`src/rtl/fetch_unit_if.sv`:
```
// Fetch-stage bus: the instruction-memory request/return pair, the redirect
// input and the valid/ready handshake towards decode.
interface fetch_unit_if;
  logic [31:0] imem_addr;
  logic [31:0] imem_rdata;
  logic        redirect_valid;
  logic [31:0] redirect_pc;
  logic        if_valid;
  logic        id_ready;
  logic [31:0] if_instr;
  logic [31:0] if_pc;
  logic        if_misalign;

  modport master (
    output imem_addr, if_valid, if_instr, if_pc, if_misalign,
    input  imem_rdata, redirect_valid, redirect_pc, id_ready
  );

  modport slave (
    input  imem_addr, if_valid, if_instr, if_pc, if_misalign,
    output imem_rdata, redirect_valid, redirect_pc, id_ready
  );
endinterface

```
`src/rtl/fetch_unit.sv`:
```
// fetch_unit: owns the PC, issues word reads to a 1-cycle synchronous imem and buffers
// {pc, instr} in a 2-entry skid FIFO for decode. Option macro: FETCH_MISALIGN_TRAP_EN.
module fetch_unit #(
  parameter logic [31:0] RESET_PC   = 32'h0000_0000,
  parameter logic [31:0] PC_STEP    = 32'd4,
  parameter int          FIFO_DEPTH = 2
) (
  input logic          clk,
  input logic          reset,
  fetch_unit_if.master bus
);

  localparam logic [2:0] DEPTH = 3'(FIFO_DEPTH);

  typedef struct packed {
    logic [31:0] pc;
    logic [31:0] instr;
`ifdef FETCH_MISALIGN_TRAP_EN
    logic        misalign;
`endif
  } entry_t;

  logic [31:0] pc_q, pc_d;
  logic        inflight_q, inflight_d;
  logic [31:0] inflight_pc_q, inflight_pc_d;
  entry_t      fifo_q [2];
  entry_t      fifo_d [2];
  logic        rd_ptr_q, rd_ptr_d;
  logic        wr_ptr_q, wr_ptr_d;
  logic [1:0]  count_q, count_d;

  logic        pop;
  logic        push;
  logic        issue;
  logic [2:0]  occupancy;
  logic [31:0] target_pc;
  entry_t      push_entry;

`ifdef FETCH_MISALIGN_TRAP_EN
  logic        halt_q, halt_d;
  logic        trap_pend_q, trap_pend_d;
  logic [31:0] trap_pc_q, trap_pc_d;
  logic        target_misaligned;
`else
  logic        unused_redirect_lo;
  assign unused_redirect_lo = ^bus.redirect_pc[1:0];
`endif

  assign pop = (count_q != 2'd0) && bus.id_ready;

  always_comb begin
    // NOTE: next-state logic uses blocking '=' and defaults every variable it
    // writes before any branch, so no path can infer a latch.
    pc_d             = pc_q;
    inflight_d       = 1'b0;
    inflight_pc_d    = inflight_pc_q;
    fifo_d           = fifo_q;
    rd_ptr_d         = rd_ptr_q;
    wr_ptr_d         = wr_ptr_q;
    count_d          = count_q;
    push_entry.pc    = inflight_pc_q;
    push_entry.instr = bus.imem_rdata;
    // Credit: a slot is free for a new read once buffered + in-flight fits, counting this pop.
    occupancy        = {1'b0, count_q} + {2'b00, inflight_q};
    issue            = !bus.redirect_valid && (occupancy < DEPTH + {2'b00, pop});
    push             = !bus.redirect_valid && inflight_q;
`ifdef FETCH_MISALIGN_TRAP_EN
    halt_d              = halt_q;
    trap_pend_d         = 1'b0;
    trap_pc_d           = trap_pc_q;
    push_entry.misalign = 1'b0;
    target_pc           = bus.redirect_pc;
    target_misaligned   = (bus.redirect_pc[1:0] != 2'b00);
    issue               = issue && !halt_q;
    // The trap marker is the only push while halted, so it never collides with a return.
    if (trap_pend_q) begin
      push                = !bus.redirect_valid;
      push_entry.pc       = trap_pc_q;
      push_entry.instr    = 32'h0000_0013;
      push_entry.misalign = 1'b1;
    end
`else
    target_pc = {bus.redirect_pc[31:2], 2'b00};
`endif

    if (bus.redirect_valid) begin
      count_d  = 2'd0;
      rd_ptr_d = 1'b0;
      wr_ptr_d = 1'b0;
`ifdef FETCH_MISALIGN_TRAP_EN
      halt_d      = target_misaligned;
      trap_pend_d = target_misaligned;
      if (target_misaligned) trap_pc_d = target_pc;
      else                   pc_d      = target_pc;
`else
      pc_d = target_pc;
`endif
    end else begin
      if (issue) begin
        inflight_d    = 1'b1;
        inflight_pc_d = pc_q;
        pc_d          = pc_q + PC_STEP;
      end
      if (push) begin
        fifo_d[wr_ptr_q] = push_entry;
        wr_ptr_d         = !wr_ptr_q;
      end
      if (pop) rd_ptr_d = !rd_ptr_q;
      count_d = count_q + {1'b0, push} - {1'b0, pop};
    end
  end

  // NOTE: the two FIFO slots are reset as well, because the head must read
  // as zero while reset is asserted.
  always_ff @(posedge clk or negedge reset) begin
    if (!reset) begin
      pc_q          <= RESET_PC;
      inflight_q    <= 1'b0;
      inflight_pc_q <= '0;
      fifo_q[0]     <= '0;
      fifo_q[1]     <= '0;
      rd_ptr_q      <= 1'b0;
      wr_ptr_q      <= 1'b0;
      count_q       <= 2'd0;
`ifdef FETCH_MISALIGN_TRAP_EN
      halt_q        <= 1'b0;
      trap_pend_q   <= 1'b0;
      trap_pc_q     <= '0;
`endif
    end else begin
      pc_q          <= pc_d;
      inflight_q    <= inflight_d;
      inflight_pc_q <= inflight_pc_d;
      fifo_q        <= fifo_d;
      rd_ptr_q      <= rd_ptr_d;
      wr_ptr_q      <= wr_ptr_d;
      count_q       <= count_d;
`ifdef FETCH_MISALIGN_TRAP_EN
      halt_q        <= halt_d;
      trap_pend_q   <= trap_pend_d;
      trap_pc_q     <= trap_pc_d;
`endif
    end
  end

  assign bus.imem_addr = pc_q;
  assign bus.if_valid  = (count_q != 2'd0);
  assign bus.if_instr  = fifo_q[rd_ptr_q].instr;
  assign bus.if_pc     = fifo_q[rd_ptr_q].pc;
`ifdef FETCH_MISALIGN_TRAP_EN
  assign bus.if_misalign = fifo_q[rd_ptr_q].misalign;
`else
  assign bus.if_misalign = 1'b0;
`endif

  a_no_push_full: assert property (@(posedge clk) disable iff (!reset)
    !(push && count_q == 2'd2));
  a_no_pop_empty: assert property (@(posedge clk) disable iff (!reset)
    !(pop && count_q == 2'd0));

endmodule
```
`src/flat_wrapper.sv`:
```
// flat-port wrapper written by rule: the top's interface ports become plain ports
module fetch_unit_flat 
#(
  parameter logic [31:0] RESET_PC   = 32'h0000_0000,
  parameter logic [31:0] PC_STEP    = 32'd4,
  parameter int          FIFO_DEPTH = 2
)
  (clk, reset, bus_imem_addr, bus_if_valid, bus_if_instr, bus_if_pc, bus_if_misalign, bus_imem_rdata, bus_redirect_valid, bus_redirect_pc, bus_id_ready);
  fetch_unit_if bus_i ();
  input logic clk;
  input logic reset;
  output wire logic [$bits(bus_i.imem_addr)-1:0] bus_imem_addr;
  output wire logic [$bits(bus_i.if_valid)-1:0] bus_if_valid;
  output wire logic [$bits(bus_i.if_instr)-1:0] bus_if_instr;
  output wire logic [$bits(bus_i.if_pc)-1:0] bus_if_pc;
  output wire logic [$bits(bus_i.if_misalign)-1:0] bus_if_misalign;
  input wire logic [$bits(bus_i.imem_rdata)-1:0] bus_imem_rdata;
  input wire logic [$bits(bus_i.redirect_valid)-1:0] bus_redirect_valid;
  input wire logic [$bits(bus_i.redirect_pc)-1:0] bus_redirect_pc;
  input wire logic [$bits(bus_i.id_ready)-1:0] bus_id_ready;
  assign bus_imem_addr = bus_i.imem_addr;
  assign bus_if_valid = bus_i.if_valid;
  assign bus_if_instr = bus_i.if_instr;
  assign bus_if_pc = bus_i.if_pc;
  assign bus_if_misalign = bus_i.if_misalign;
  assign bus_i.imem_rdata = bus_imem_rdata;
  assign bus_i.redirect_valid = bus_redirect_valid;
  assign bus_i.redirect_pc = bus_redirect_pc;
  assign bus_i.id_ready = bus_id_ready;
  fetch_unit #(.RESET_PC(RESET_PC), .PC_STEP(PC_STEP), .FIFO_DEPTH(FIFO_DEPTH)) u_core (.clk(clk), .reset(reset), .bus(bus_i));
endmodule
```
`config.mk`:
```
export PLATFORM = sky130hd
export DESIGN_NAME = fetch_unit_flat
export DESIGN_NICKNAME = d
export VERILOG_FILES = /design/src/rtl/fetch_unit_if.sv /design/src/rtl/fetch_unit.sv /design/src/flat_wrapper.sv
export SDC_FILE = /design/constraint.sdc
export NUM_CORES = 1
export LEC_CHECK = 0
export CAP_MARGIN = 20
export CORE_ASPECT_RATIO = 1.25
export CORE_MARGIN = 2
export CORE_UTILIZATION = 25
export DETAILED_ROUTE_END_ITERATION = 8
export SLEW_MARGIN = 10
export SYNTH_ARGS = -nofsm -noshare
export SYNTH_HDL_FRONTEND = slang
export SYNTH_SLANG_ARGS = --single-unit
```
`constraint.sdc`:
```
create_clock -name clk -period 2.9 [get_ports clk]
set_input_delay 0.58 -clock clk [delete_from_list [all_inputs] [get_ports clk]]
set_output_delay 0.58 -clock clk [all_outputs]
set_load 0.01 [all_outputs]
```
Word level (Yosys, flattened, before mapping)
Cells that the tools add are included.
{ "word_totals": {"word_cells": 50, "ff_bits": 197, "ramBits": 0, "output_inout_bits": 98, "inputBits": 68, "memories": 0, "rom_bits": 0, "latch_bits": 0} }
{ "op_classes": {"n_lt_le_gt_ge": 4, "mux": 15, "n_addsub": 5, "n_eq_ne": 0, "bitwise_logic": 3, "mul": 0, "div_mod_pow": 0, "reduce_logical": 13, "n_shift": 0} }
{ "ops": {"columns": ["cell", "count"], "rows": [
  ["$mux 64", 4],
  ["$bwmux 128", 1],
  ["$demux 64 s1", 1],
  ["$mux 32", 2],
  ["$add 32x3->32 const B", 1],
  ["$reduce_bool 2->1", 4],
  ["$mux 1", 6],
  ["$ge 2x2->1 const B", 2],
  ["$logic_and 1x1->1", 4],
  ["$not 1->2", 2],
  ["$reduce_and 2->1", 2],
  ["$add 2x1->3", 1],
  ["$add 2x1->3 const A", 1],
  ["$logic_not 1->1", 3],
  ["$lt 3x3->1", 1],
  ["$add 2x1->2", 1],
  ["$lt 2x1->1 const B", 1],
  ["$mux 2", 1],
  ["$sub 2x1->2", 1],
  ["$not 1->1", 1]
]} }

Logic depth before layout (Yosys ltp)
Gate-level depths: netlist of the first run.
{ "logic_depth": {"depth_word": 7, "mapped_depth": 7, "ltp_nobuf": 7} }

Worst setup path after synthesis of the first run
No wires, ideal clock.
{ "synth_path": {"kind": "reg2reg", "start": "register u_core.count_q[0]", "end": "register u_core.pc_q[30], in the netlist u_core.bus.imem_addr[30]", "setup_ps": 125, "slack_ps": 667, "path_stages_with_launch": 8, "required_time_ps": 2775, "n_path_buf": 1, "synth_period_minus_slack_ps": 2233, "arrival_ps": 2108, "path_cell_list": "dfrtp_1 > ha_1 > ha_1 > or3b_1 > buf_2 > or4_4 > xnor2_1 > mux2_2"} }
{ "synth_between": {"elab_chain_cells": 6, "word_cells_on_any_way": 7, "classes_between": "add/sub: 2; order compare: 1; reduce/logical: 4"} }
{ "synth_lines": {"columns": ["item", "line", "text"], "rows": [
  ["start: declaration", "fetch_unit.sv:30", "logic [1:0] count_q, count_d;"],
  ["start signal: assignment", "fetch_unit.sv:137", "count_q <= count_d;"],
  ["$reduce_bool 2->1", "fetch_unit.sv:49", "assign pop = (count_q != 2'd0) && bus.id_ready;"],
  ["$logic_and 1x1->1", "fetch_unit.sv:49", null],
  ["$add 2x1->3", "fetch_unit.sv:65", "issue = !bus.redirect_valid && (occupancy < DEPTH + {2'b00, pop});"],
  ["$lt 3x3->1 (*)", "fetch_unit.sv:65", null],
  ["$logic_and 1x1->1 (*)", "fetch_unit.sv:65", null],
  ["$reduce_bool 2->1 (no line) (*)", null, null],
  ["end signal: assignment", "fetch_unit.sv:131", "pc_q <= pc_d;"],
  ["end: declaration", "fetch_unit.sv:23", "logic [31:0] pc_q, pc_d;"]
]} }
Every way passes the cells marked *; elsewhere a longest branch is shown, timed or not.
A chain may end at the register's enable or synchronous reset.

Worst setup path after layout of the first run
{ "layout_path": {"start": "register u_core.rd_ptr_q", "end": "output port bus_if_pc[20]"} }
{ "layout_between": {"elab_chain_cells": 4} }
{ "layout_lines": {"columns": ["item", "line", "text"], "rows": [
  ["start: declaration", "fetch_unit.sv:28", "logic rd_ptr_q, rd_ptr_d;"],
  ["start signal: assignment", "fetch_unit.sv:135", "rd_ptr_q <= rd_ptr_d;"],
  ["$not 1->2 (not written as such)", "fetch_unit.sv:149", "assign bus.if_pc = fifo_q[rd_ptr_q].pc;"],
  ["$mux 64 (3 in a row)", null, null],
  ["end: declaration", "flat_wrapper.sv:15", "output wire logic [$bits(bus_i.if_pc)-1:0] bus_if_pc;"]
]} }
No other way between the ends. The select of a mux whose other input is x is not followed.

==> run summary, run 1 <==
status = finished, final reports clean
Port Buf Inserts = 158
Worst-Margin Slew = 587 ps
CP Data Arrival Time = 2190 ps
FMAX = 361 MHz
Worst EP required = 2320 ps
Clock Skews = 14.8 ps
GRT Total Usage = 0.122
Seq/Total Area, Yosys = 0.556
Crit Path Category = flop to output port
clock buffer depth = 2
initial antenna violation count = 2
die width = 169 µm
Combinational Power Share = 0.405
Yosys cell types = 42
largest net degree at the start of global routing = 70
area of the multi-input gates = 3610 µm²
Reg2Reg Setup Slack = 440 ps
Reg area = 4730 µm²
RSZ-0062 raised after global routing = false
via count = 5444
max-cap violations = 0
Tcrit/Tclk final = 0.955
leakage = 4.56 nW
vias in the first global route = 5836
CP max-delay cell = dfrtp_4
post-place setup slack = 332 ps
setup TNS = 0 ps
Clk pin slew, worst setup/hold paths = 70 ps
Syn Std Cell Area = 8500 µm²
most frequent cell after synthesis = mux2_2
FF+latch count, synth = 189
asr flop ratio synth = 1.00
initial core utilization = 0.254
final worst slack = 131 ps
Main synth FF type = dfrtp_1
top cell type's share of synthesized area = 0.556
Slowest Stage Delay on Critical Path = 610 ps
fillers = 3355
sequential power share = 0.393
Post-CTS Hold Buffers = 0
clock latency on the worst-skew pair = 440 ps
Buf/Inv on CP = 2
max-slew violation count = 0
Via density = 4.43
Synth area leader = dfrtp_1
IR Drop Worst-Case VDD = 0.505 mV
Max-slew headroom = 0.609
num ports = 166
CTS tree = done
remaining antenna violation count = 0
post-CTS setup buffers = 0
CTS buffer count = 17
root buffer cell = clkbuf_16
synth warn = 0
Int Pwr = 7.82 mW
diode count = 0
Final Util = 0.335
Clk pwr share = 0.201
switching power = 3.49 mW
synth cell count leaders = mux2_2 (216), dfrtp_1 (189), nand2_1 (41)
number of core rows = 75
RD Place Congestion = 0.720
Avg Inst Size Synth = 13.4 µm²
first-pass detailed-route iteration total = 4
Worst Hold Class = input port to async pin
Final HPWL DP = 13.9 mm
Startpoint Class = flop
gr ovfl total = 0
Routed WL per cell = 16.8 µm
Pwr Density = 1010 nW/µm²
Post-CTS Resized = 0
Initial DRC Count = 269
Synth-to-Final Area Change = 32.2%
switch share = 0.309
endpoint type of the worst setup path = output port
R2R depth = 6
DRC = 0
Mapped Cells = 634
H-tree Lvls = 4
final setup vio count = 0
drt total wl = 20.6 mm
worst setup path endpoint = bus_if_pc[20]
Hold Fails Final Rpt = 0
Chip Height = 210 µm
share of post-route cells with drive strength above 1 = 0.345
die area = 35500 µm²
Post-synth EDFFs = 0
Core ar. = 33500 µm²
Nets = 865
first-pass GRT wire length = 33.2 mm
crit path from = u_core.rd_ptr_q$_DFFE_PN0P_
Clock Sinks = 189
synth top area cells = dfrtp_1 (56%), mux2_2 (29%), xnor2_1 (2.7%)
reg2reg end = u_core.bus.imem_addr[30]$_DFFE_PN0P_
critical path's top delay family = buffers and inverters
RR Startpoint = u_core.count_q[0]$_DFF_PN0_
Final Critical Period = 2770 ps
CP max FO = 28
crit-path cells = buf_12 > mux2_2 > clkdlybuf4s50_1
critical path depth in cells = 3
==> sequential cells by signal, indices dropped and copies added, names as in the netlist <==
| register | flops |
|---|---|
| u_core.inflight_q | 1 |
| u_core.fifo_q | 124 |
| u_core.inflight_pc_q | 30 |
| u_core.count_q | 2 |
| u_core.wr_ptr_q | 1 |
| u_core.rd_ptr_q | 1 |
| u_core.bus.imem_addr | 30 |
==> area by class of cell <==
class,count,area share
flip-flops and latches,189,0.421
clock buffers,20,0.0407
well taps,423,0.0471
multi-input cells,405,0.322
clock inverters,12,0.00902
inverters,4,0.00134
repair buffers,175,0.159
==> worst min path at each step <==
| stage | start | endpoint | slack (ps) | cells past startpoint |
|---|---|---|---|---|
| after floorplan | reset | u_core.bus.imem_addr[10]$_DFFE_PN0P_ | 280 | 0 |
| after global placement | u_core.fifo_q[9]$_DFFE_PN0P_ | u_core.fifo_q[9]$_DFFE_PN0P_ | 480 | 1 |
| after detailed placement | u_core.fifo_q[55]$_DFFE_PN0P_ | u_core.fifo_q[55]$_DFFE_PN0P_ | 490 | 1 |
| after CTS | reset | u_core.fifo_q[43]$_DFFE_PN0P_ | 130 | 1 |
| after global routing | reset | u_core.fifo_q[44]$_DFFE_PN0P_ | 150 | 1 |
| final | reset | u_core.fifo_q[106]$_DFFE_PN0P_ | 130 | 1 |
==> metal layers <==
| metal | up-vias | global-route usage | wire, µm |
|---|---|---|---|
| li1 | 2566 | - | - |
| met1 | 2720 | 0.157 | 9340 |
| met2 | 131 | 0.199 | 9970 |
| met3 | 23 | 0.0349 | 1050 |
| met4 | 4 | 0.0354 | 260 |
| met5 | - | 0 | 27 |
==> worst reg2reg max path: stages, from the launching register on <==
cell and delay, ps:
dfrtp_1 420, ha_1 210, ha_1 280, or3b_1 570, or4_4 480, xnor2_1 130, mux2_2 250
==> cell families after synthesis <==
kind of cell,share of synthesized area
multiplexers,0.290
flip-flops,0.556
AND/OR/NAND/NOR,0.0698
buffers and inverters,0.0224
AO/OA/AOI/OAI,0.0206
XOR/XNOR,0.0330
adder cells (fa/ha/maj),0.00736
other,0.000441
==> through the flow <==
stage	area, µm²	instances	hold slack (ps)	power [mW]
after CTS	11200	1228	133	11.5
after floorplan	8510	638	284	6.99
final	11200	1228	129	11.3
after global placement	10700	1196	481	9.09
after detailed placement	10700	1196	488	9.19
after global routing	11200	1228	154	12.1
==> placed cells by master, fill, tap and decap left out, drive strengths merged, types with 5 or more instances in the layout <==
cell / count
mux2: 218
dfrtp: 189
clkdlybuf4s50: 156
nand2: 41
o21ai: 29
xnor2: 26
clkbuf: 21
buf: 18
nor3: 13
inv: 11
nand3: 9
nor2: 7
nand4: 7
xor2: 6
nor4: 6
ha: 5
conb: 5
and3: 5
==> power by group through the flow <==
stage          combinational [mW]  clock (mW)  sequential [mW]
2_1_floorplan                2.71           0             4.28
3_3_place_gp                 4.63           0             4.46
3_5_place_dp                 4.67           0             4.52
4_1_cts                      4.69        2.39             4.46
5_1_grt                      4.96        2.49             4.63
6_report                     4.58        2.28             4.45
(Power assumes the default switching activity.)
==> run 2, diff against run 1 <==
--- a/config.mk
+++ b/config.mk
@@ -10,6 +10,7 @@
 export CORE_MARGIN = 2
 export CORE_UTILIZATION = 25
 export DETAILED_ROUTE_END_ITERATION = 8
+export SKIP_CTS_REPAIR_TIMING = 1
 export SLEW_MARGIN = 10
 export SYNTH_ARGS = -nofsm -noshare
 export SYNTH_HDL_FRONTEND = slang
==> results of run 2 <==
Same layout as run 1: the final DEF is identical, and so are final timing and power.
==> run 3, diff against run 2 <==
--- a/config.mk
+++ b/config.mk
@@ -8,7 +8,7 @@
 export CAP_MARGIN = 20
 export CORE_ASPECT_RATIO = 1.25
 export CORE_MARGIN = 2
-export CORE_UTILIZATION = 25
+export CORE_UTILIZATION = 40
 export DETAILED_ROUTE_END_ITERATION = 8
 export SKIP_CTS_REPAIR_TIMING = 1
 export SLEW_MARGIN = 10
==> run summary, run 3 (same netlist as run 1, synthesis figures left out) <==
num ports = 166
RR Startpoint = u_core.count_q[0]$_DFF_PN0_
final worst slack = 192 ps
leakage = 4.57 nW
placed cell count = 1045
Hold Fails Final Rpt = 0
post-place setup slack = 211 ps
Tcrit/Tclk final = 0.934
Initial DRC Count = 173
Synth-to-Final Area Change = 30.0%
crit path from = u_core.rd_ptr_q$_DFFE_PN0P_
drt total wl = 19.3 mm
Worst-Margin Slew = 971 ps
clock latency on the worst-skew pair = 430 ps
Clk pwr share = 0.207
root buffer cell = clkbuf_16
Combinational Power Share = 0.402
metal2 WL = 9.59 mm
Final HPWL DP = 12.9 mm
Routed WL per cell = 17.9 µm
Via density = 5.08
Worst EP required = 2320 ps
RSZ-0062 raised after global routing = false
FMAX = 369 MHz
Max-slew headroom = 0.352
Crit Path Category = flop to output port
R2R depth = 6
RD Place Congestion = 0.762
commonest non-fill, non-tap cell in the layout = mux2_2
Worst Hold Class = input port to async pin
CTS buffer count = 17
max-slew violation count = 0
remaining antenna violation count = 0
H-tree Lvls = 4
die area = 22400 µm²
first-pass GRT wire length = 31.7 mm
top layer in use = met4
clock buffer depth = 2
Clock Skews = 6.19 ps
CP Data Arrival Time = 2130 ps
Pwr Density = 1030 nW/µm²
commonest cells after routing, fill and taps aside = mux2_2 (216), dfrtp_1 (188), clkdlybuf4s50_1 (156)
DRC = 0
most flop-heavy register = u_core.fifo_q
Reg2Reg Setup Slack = 460 ps
initial antenna violation count = 1
Clk pin slew, worst setup/hold paths = 70 ps
Startpoint Class = flop
max-cap violations = 0
final setup vio count = 0
metal3 WL = 1.06 mm
switch share = 0.302
Post-Layout Cell Count = 1078
GRT Total Usage = 0.179
initial core utilization = 0.408
Port Buf Inserts = 158
Final Critical Period = 2710 ps
Core ar. = 20800 µm²
number of core rows = 59
Nets = 864
share of post-route cells with drive strength above 1 = 0.345
Clock Sinks = 189
largest net degree at the start of global routing = 80
endpoint type of the worst setup path = output port
max reg flops = 124
status = finished, final reports clean
switching power = 3.44 mW
die width = 134 µm
diode count = 0
CP max FO = 12
first-pass detailed-route iteration total = 6
gr ovfl total = 0
met1 wire length = 8.38 mm
setup TNS = 0 ps
Chip Height = 167 µm
sequential power share = 0.391
vias in the first global route = 5992
reg2reg end = u_core.bus.imem_addr[30]$_DFFE_PN0P_
Hold WS = 174 ps
Int Pwr = 7.96 mW
IR Drop Worst-Case VDD = 0.451 mV
CTS tree = done
via count = 5474
[run 3: routing by layer]
layer	track usage	vias up
met2	0.303	134
met5	0	-
met1	0.226	2770
met3	0.0457	19
met4	0.0540	0
li1	-	2551
[run 3: how the worst max path moves through the flow]
| stage | end | slack, ps | cells after the start |
|---|---|---|---|
| floorplan | u_core.bus.imem_addr[30]$_DFFE_PN0P_ | 670 | 7 |
| global placement | u_core.bus.imem_addr[26]$_DFFE_PN0P_ | 220 | 7 |
| detailed placement | u_core.bus.imem_addr[26]$_DFFE_PN0P_ | 210 | 7 |
| CTS | bus_if_pc[13] | 9 | 3 |
| global route | bus_if_pc[13] | 100 | 3 |
| finish | bus_if_pc[13] | 190 | 3 |
[run 3: critical path: stages (launching register included)]
cell and delay, ps:
dfrtp_4 550, buf_4 290, mux2_2 370, clkdlybuf4s50_1 490
[run 3: cell type report]
cell class	count	area, µm²
Inverter	4	15.0
Clock inverter	13	160
Clock buffer	19	443
Fill cell	1800	9770
Multi-Input combinational cell	405	3610
Timing Repair Buffer	174	1740
Sequential cell	189	4730
Tap cell	274	343
[run 3: power groups by stage]
stage                     sequential (mW)  clock (mW)  combinational, mW
after CTS                            4.49        2.43               4.63
final                                4.46        2.36               4.57
after floorplan                      4.28           0               2.71
after detailed placement             4.54           0               4.60
after global placement               4.43           0               4.52
after global routing                 4.64        2.56               4.93
[run 3: stage by stage]
step	instance area (µm²)	util	power [mW]
floorplan	8510	-	6.99
global placement	10400	0.501	8.95
detailed placement	10400	0.501	9.14
CTS	11000	0.530	11.5
global route	11100	0.531	12.1
finish	11100	0.531	11.4
